===== config.mk =====
export PLATFORM = sky130hd
export DESIGN_NAME = vga_board_scan
export DESIGN_NICKNAME = d
export VERILOG_FILES = /design/src/rtl/vga_board_scan.sv
export SDC_FILE = /design/constraint.sdc
export NUM_CORES = 1
export LEC_CHECK = 0
export ABC_AREA = 1
export CORE_MARGIN = 8
export CORE_UTILIZATION = 54
export DETAILED_ROUTE_END_ITERATION = 8
export MAX_ROUTING_LAYER = met4
export PLACE_DENSITY = 0.83
export SLEW_MARGIN = 20
export SYNTH_ARGS = -nofsm -noshare
export SYNTH_HDL_FRONTEND = slang
export SYNTH_SLANG_ARGS = --single-unit
export TNS_END_PERCENT = 50

===== constraint.sdc =====
create_clock -name clk -period 2.04 [get_ports clk]
set_clock_uncertainty 0.2 [all_clocks]
set_input_delay 0.408 -clock clk [delete_from_list [all_inputs] [get_ports clk]]
set_output_delay 0.408 -clock clk [all_outputs]
set_load 0.05 [all_outputs]

===== src/rtl/vga_board_scan.sv =====
// VGA raster generator (one pixel every second clk) that scans an 8x8 board of palette cells
// and emits a registered palette index per pixel, with the cursor cell outlined in index 2.
module vga_board_scan #(
    parameter int H_ACTIVE = 640,
    parameter int V_ACTIVE = 480,
    parameter int BOARD_X0 = 80,
    parameter int CELL_PX  = 60,
    parameter int H_FRONT  = 16,
    parameter int H_SYNC   = 96,
    parameter int H_BACK   = 48,
    parameter int V_FRONT  = 10,
    parameter int V_SYNC   = 2,
    parameter int V_BACK   = 33
) (
    input  logic       clk,
    input  logic       rst_n,
    input  logic       wr_en,
    input  logic [2:0] wr_row,
    input  logic [2:0] wr_col,
    input  logic [2:0] wr_color,
    input  logic [2:0] cur_row,
    input  logic [2:0] cur_col,
    output logic       pix_tick,
    output logic       hsync,
    output logic       vsync,
    output logic       blank,
    output logic [2:0] color,
    output logic       frame_start
);

    localparam int H_TOTAL = H_ACTIVE + H_FRONT + H_SYNC + H_BACK;
    localparam int V_TOTAL = V_ACTIVE + V_FRONT + V_SYNC + V_BACK;
    localparam int HW      = $clog2(H_TOTAL);
    localparam int VW      = $clog2(V_TOTAL);
    localparam int SW      = (CELL_PX > 1) ? $clog2(CELL_PX) : 1;

    localparam logic [HW-1:0] H_LAST   = HW'(H_TOTAL - 1);
    localparam logic [HW-1:0] H_ACT    = HW'(H_ACTIVE);
    localparam logic [HW-1:0] BX0      = HW'(BOARD_X0);
    localparam logic [HW-1:0] BX0_PRE  = HW'(BOARD_X0 - 1);
    localparam logic [HW-1:0] BX1      = HW'(BOARD_X0 + 8 * CELL_PX);
    localparam logic [HW-1:0] HS_START = HW'(H_ACTIVE + H_FRONT);
    localparam logic [HW-1:0] HS_END   = HW'(H_ACTIVE + H_FRONT + H_SYNC);
    localparam logic [VW-1:0] V_LAST   = VW'(V_TOTAL - 1);
    localparam logic [VW-1:0] V_ACT    = VW'(V_ACTIVE);
    localparam logic [VW-1:0] VS_START = VW'(V_ACTIVE + V_FRONT);
    localparam logic [VW-1:0] VS_END   = VW'(V_ACTIVE + V_FRONT + V_SYNC);
    localparam logic [SW-1:0] S_LAST   = SW'(CELL_PX - 1);

    logic          tick_reg;
    logic [HW-1:0] h_reg;
    logic [VW-1:0] v_reg;
    logic [SW-1:0] sub_x_reg;
    logic [SW-1:0] sub_y_reg;
    logic [2:0]    col_reg;
    logic [2:0]    row_reg;
    logic          hsync_reg;
    logic          vsync_reg;
    logic          blank_reg;
    logic [2:0]    color_reg;
    logic          frame_start_reg;
    logic [2:0]    cells_reg [0:63];

    logic          active;
    logic          in_board;
    logic [2:0]    color_next;

    assign active   = (h_reg < H_ACT) && (v_reg < V_ACT);
    assign in_board = (h_reg >= BX0) && (h_reg < BX1);

    always_comb begin
        color_next = 3'd0;
        if (active && in_board) begin
            if (sub_x_reg == '0 || sub_y_reg == '0)
                color_next = (row_reg == cur_row && col_reg == cur_col) ? 3'd2 : 3'd1;
            else
                color_next = cells_reg[{row_reg, col_reg}];
        end
    end

    // Cell memory is written at full clk rate; the scan reads it only on tick edges.
    always_ff @(posedge clk or negedge rst_n) begin
        if (!rst_n) begin
            for (int i = 0; i < 64; i++) cells_reg[i] <= '0;
        end else if (wr_en) begin
            cells_reg[{wr_row, wr_col}] <= wr_color;
        end
    end

    always_ff @(posedge clk or negedge rst_n) begin
        if (!rst_n) begin
            tick_reg        <= 1'b0;
            h_reg           <= '0;
            v_reg           <= '0;
            sub_x_reg       <= '0;
            col_reg         <= '0;
            sub_y_reg       <= '0;
            row_reg         <= '0;
            hsync_reg       <= 1'b1;
            vsync_reg       <= 1'b1;
            blank_reg       <= 1'b1;
            color_reg       <= '0;
            frame_start_reg <= 1'b0;
        end else begin
            tick_reg        <= ~tick_reg;
            // frame_start lasts one clk even though the other outputs hold for a whole pixel
            frame_start_reg <= 1'b0;
            if (tick_reg) begin
                hsync_reg       <= ~((h_reg >= HS_START) && (h_reg < HS_END));
                vsync_reg       <= ~((v_reg >= VS_START) && (v_reg < VS_END));
                blank_reg       <= ~active;
                color_reg       <= color_next;
                frame_start_reg <= (h_reg == '0) && (v_reg == '0);

                h_reg <= (h_reg == H_LAST) ? '0 : h_reg + 1'b1;

                if (h_reg == BX0_PRE) begin
                    sub_x_reg <= '0;
                    col_reg   <= '0;
                end else if (sub_x_reg == S_LAST) begin
                    sub_x_reg <= '0;
                    col_reg   <= col_reg + 3'd1;
                end else begin
                    sub_x_reg <= sub_x_reg + 1'b1;
                end

                if (h_reg == H_LAST) begin
                    v_reg <= (v_reg == V_LAST) ? '0 : v_reg + 1'b1;
                    if (v_reg == V_LAST) begin
                        sub_y_reg <= '0;
                        row_reg   <= '0;
                    end else if (sub_y_reg == S_LAST) begin
                        sub_y_reg <= '0;
                        row_reg   <= row_reg + 3'd1;
                    end else begin
                        sub_y_reg <= sub_y_reg + 1'b1;
                    end
                end
            end
        end
    end

    assign pix_tick    = tick_reg;
    assign hsync       = hsync_reg;
    assign vsync       = vsync_reg;
    assign blank       = blank_reg;
    assign color       = color_reg;
    assign frame_start = frame_start_reg;

endmodule


* Word-level counts from Yosys, hierarchy flattened *
Cells that the tools add are included.

word-level totals
  input port bits = 18
  word-level logic and storage cells = 144
  output and inout port bits = 8
  register bits after elaboration = 238

cells by class
  reduce and logical (&&, ||, !) cells = 18
  $add $sub $neg = 6
  order comparisons = 11
  muxes and demuxes = 20
  equality and inequality tests = 7
  bitwise gates (word level) = 6

operators with widths
  cell                   number
  $bwmux 192             1
  $lt 10x10->1 const B   3
  $mux 3                 9
  $mux 6                 4
  $add 10x1->10 const B  2
  $eq 10x10->1 const B   2
  $logic_not 10->1       2
  $lt 10x9->1 const B    2
  $mux 10                2
  $bmux 3 s6             1
  $demux 3 s6            1
  $ge 7x7->1 const B     2
  $not 6->7              2
  $add 6x1->6 const B    2
  $eq 6x6->1 const B     2
  $logic_not 6->1        2
  $eq 10x7->1 const B    1
  $ge 10x10->1 const B   1
  $ge 10x7->1 const B    1
  $ge 10x9->1 const B    1
  $logic_and 1x1->1      8
  $lt 7x1->1 const B     1
  $add 3x1->3 const B    2
  $eq 3x3->1             2
  other kinds (7)        12

* Depth between registers and ports, before layout *
  depth after elaboration = 6
  mapped depth = 14
  depth with buffers taken out = 11

* Least setup slack after synthesis *
OpenSTA, ideal clock, no wires.

  kind = register to register
  start = register tick_reg (netlist: pix_tick)
  end = register h_reg[9]
  buffers on the path = 1
  path slack = 0.002 ns
  clock period less this slack = 2.038 ns
  cell stages (with the launch flop) = 10
  required time = 1.746 ns
  library setup time = 0.094 ns
  arrival = 1.744 ns
  cells stage by stage = dfrtp_1 buf_2 inv_1 nor3_1 nand2_1 nor2_1 nand2_1 nor2_1 a21oi_1 a211oi_1

RTL lines
  item                    RTL line  source
  start, declared         50        logic tick_reg;
  start signal, assigned  105       tick_reg <= ~tick_reg;
  end signal, assigned    115       h_reg <= (h_reg == H_LAST) ? '0 : h_reg + 1'b1;
  end, declared           51        logic [HW-1:0] h_reg;

* Final worst setup path *
  start = register col_reg[0]
  end = register color_reg[0] (netlist: color[0])

between the ends
  word-level cells in the longest chain between the ends = 6
  elaborated cells between the ends (all ways) = 9
  classes of those cells = 1 x eq/ne; 6 x mux; 1 x bitwise; 1 x reduce/logical

RTL lines
  item                                       RTL line  source
  start, declared                            55        logic [2:0] col_reg;
  start signal, assigned                     122       col_reg <= col_reg + 3'd1;
  $not 6->7 (not written as such)            77        color_next = cells_reg[{row_reg, col_reg}];
  $bmux 3 s6                                 77
  $mux 3 (not written as such) (2 in a row)  77
  $mux 3 (*)                                 74        if (sub_x_reg == '0 || sub_y_reg == '0)
  $mux 3 (*)                                 73        if (active && in_board) begin
  end signal, assigned                       112       color_reg <= color_next;
  end, declared                              60        logic [2:0] color_reg;

Every way passes the cells marked *; elsewhere a longest branch is shown, timed or not. The select of a mux whose other input is x is not followed.
A chain may end at the register's enable or synchronous reset.

==> impl_metrics.ini <==
[synth]
synthesis.instances = 1448
ys_ff_latch = 238
ys_seq_area_share_pct = 51.9
synth_enable_flop_cells = 0
synth_cell_type_count = 32
synthArstFlopShare_pct = 100
synth_ff_type = dfrtp_1
syn_area_per_cell_sq_um = 7.93
synth_top_area_share_pct = 51.2
synth_area_sq_um = 11500
syn-num-nets = 1476
yosys_warnings = 0
yosysTopAreaCell = dfrtp_1
synthTopCellsByArea = dfrtp_1 (51%), nand2_1 (16%), nand3_1 (8.3%), o21ai_0 (7.4%), nor2_1 (2.5%)

[floorplan]
num_rows = 53
dieHeight_microns = 162
die_x_microns = 162
die-area_sq_um = 26200
ios = 26
core_area_sq_um = 21000
start_util_pct = 54.8

[global_route]
met3_usage_pct = 3.90
grt_overflow = 0
grt_use_met2_pct = 40.1
grt-busiest-layer = met2
grtUsageTotal_pct = 24.6
grt_pass1_wl_microns = 51700
antenna_found_initial = 0
grt_pass1_vias = 10500
grt_max_degree = 65
met1_usage_pct = 30.3

[drt]
first_pass_iters = 6
vias = 10700
wl_per_cell_microns = 17.4
drt_wl_total_microns = 32100
drtIter0Drc = 1093
viasPerCell = 5.81
antenna_left = 0
drc = 0

[run_status]
outcome = finished with violations
failed_checks = negative setup slack

[final_layout]
fillers = 1624
finalInstanceArea_sq_um = 14100
fin_nets = 1581
multiInputGateArea_sq_um = 5120
largest_reg_flops = 192
drive_gt1_share_pct = 14.2
diodes = 0
seq_area_sq_um = 5960
syn_to_final_growth_pct = 22.6
final_util_pct = 67.2
final_cells = 1847

[cts]
clkLatencyLatePin_ns = 0.54
cts_root_buffer = clkbuf_16
numClockSinks = 238
cts_inserted_buffers = 25
cts_tree = done
path_clk_slew_ns = 0.07
htreeDepth = 1
cts_max_path_buffers = 3

[sta]
fmax_mhz = 476
finalSetupViolCount = 3
setup_ws_ns = -0.0596
rsz0062_at_grt = yes
holdWs_ns = 0.165
slew_headroom_pct = 66.7
maxSlewViolCount = 0
fin_crit_sh_pct = 103
final_hold_viol_count = 0
setup_tns_ns = -0.150
post-route-min-period_ns = 2.10
max_slew.worst_pin.slew_ns = 0.495

[placement]
gp_congestion = 0.924
dp_cells = 1790
post_dp_cell_area_sq_um = 12800
dpl.hpwl_microns = 19600
dpl_worst_slack_ns = -0.303
port_buffers = 25

[hold_path]
hold_path.class = in -> async

[worst_setup_path]
startpoint_type = flip-flop
critPathKind = reg -> reg
worst-path-max-fanout = 9
cp_cell_sequence = buf_12, buf_4, nand2_1, nand3_1, nand3_1, nand2_1, nand2_1, nand3_1, o21ai_1, buf_4, nand2_1, nand3_1, nand2_1
cp_slowest_cell = dfrtp_2
critPathArrivalTime_ns = 2.31
worstSetupEndpointType = flip-flop
cp_slowest_stage_delay_ns = 0.51
cp.required_ns = 2.25
cpMostUsedCell = nand2_1

[pwr]
power.density_nw_per_um2 = 842
power.leakage_nw = 6.56
peakVddDrop_uv = 858
total_power_mw = 11.9

[flow_run]
maxCapViolCount = 0
[timing repair]
item | CTS | global route
pin swaps | 4 | 6
gates cloned | 2 | 4
hold buffers | 1 | 0
setup buffers | 1 | 3
resized for setup | 9 | 29
setup endpoints to repair | 2 | 14
endpoints found under the hold margin | 235 | 0
[worst max-delay path: cells and delay by family (launching register included)]
kind / cells / cell delay (ns)
AOI/OAI and AO/OA: 1 / 0.09
and+or+nand+nor: 9 / 0.68
buffers and inverters: 3 / 0.50
DFF: 1 / 0.51
[area by class of cell]
type | instances | area share [%]
repair buffers | 140 | 10.5
well taps | 275 | 2.44
inverters | 68 | 1.87
multi-input cells | 1080 | 36.4
clock buffers | 31 | 4.82
flip-flops and latches | 238 | 42.4
clock inverters | 15 | 1.65
[synthesized netlist by cell type (10+ instances only)]
cell type / count
dfrtp_1: 235
xor2_1: 16
buf_2: 12
nand3_1: 190
nor3_1: 18
inv_1: 53
o21ai_1: 13
o21ai_0: 169
a21oi_1: 41
clkbuf_1: 43
inv_2: 10
nor2_1: 76
ha_1: 10
nand2_1: 502
[logic make-up (layout without fill, tap and decap cells)]
| group | after synthesis | in the layout | synth area share [%] |
|---|---|---|---|
| DFF | 238 | 238 | 51.9 |
| and+or+nand+nor | 820 | 820 | 31.0 |
| AOI/OAI and AO/OA | 233 | 233 | 10.3 |
| buffers and inverters | 130 | 254 | 4.41 |
| adders and majority gates | 10 | 10 | 1.09 |
| xor gates and xnor gates | 17 | 17 | 1.30 |
[power breakdown]
part,internal (mW),leakage [nW],switching [mW],total [mW]
Sequential,5.26,3.15,0.310,5.57
Combinational,0.515,2.96,0.753,1.27
Clock,3.12,0.454,1.90,5.02
[worst paths after layout]
kind | startpoint | end | slack (ns) | depth (start not counted)
setup / recovery | col_reg[0] | color[0] | -0.06 | 13
hold / removal | rst_n | cells_reg[182] | 0.16 | 2
setup reg to reg | col_reg[0] | color[0] | -0.06 | 13
hold reg to reg | cells_reg[100] | cells_reg[100] | 0.29 | 2
max in group asynchronous | rst_n | cells_reg[69] | 0.80 | 3
min in group clk | cells_reg[100] | cells_reg[100] | 0.29 | 2
[cell usage in the layout (no fill, tap or decap), types with 2 or more instances in the layout]
cell type	n
nor3_2	8
nor4_4	6
clkbuf_1	3
xor2_1	16
clkdlybuf4s50_1	16
nor4_1	7
nand4_1	8
dfrtp_2	3
nand3_2	16
nor4_2	3
nor2_1	75
nor3_1	18
a21oi_1	41
clkinv_2	7
clkbuf_8	3
buf_4	93
ha_1	10
buf_12	18
a211oi_1	3
nand3_1	174
dfstp_2	3
inv_1	52
o21ai_1	14
bufinv_16	6
buf_6	4
clkbuf_16	29
inv_2	11
o21ai_0	167
nand2_2	2
clkinv_1	4
o22ai_1	3
buf_16	2
dfrtp_1	232
nand2_1	500
[per-layer routing]
metal	vias up	share of wire (%)
li1	5002	-
met1	5096	40
met2	517	48
met3	111	8.0
met4	0	4.1
met5	-	0
Note: power is estimated with default switching activity, not from simulation.
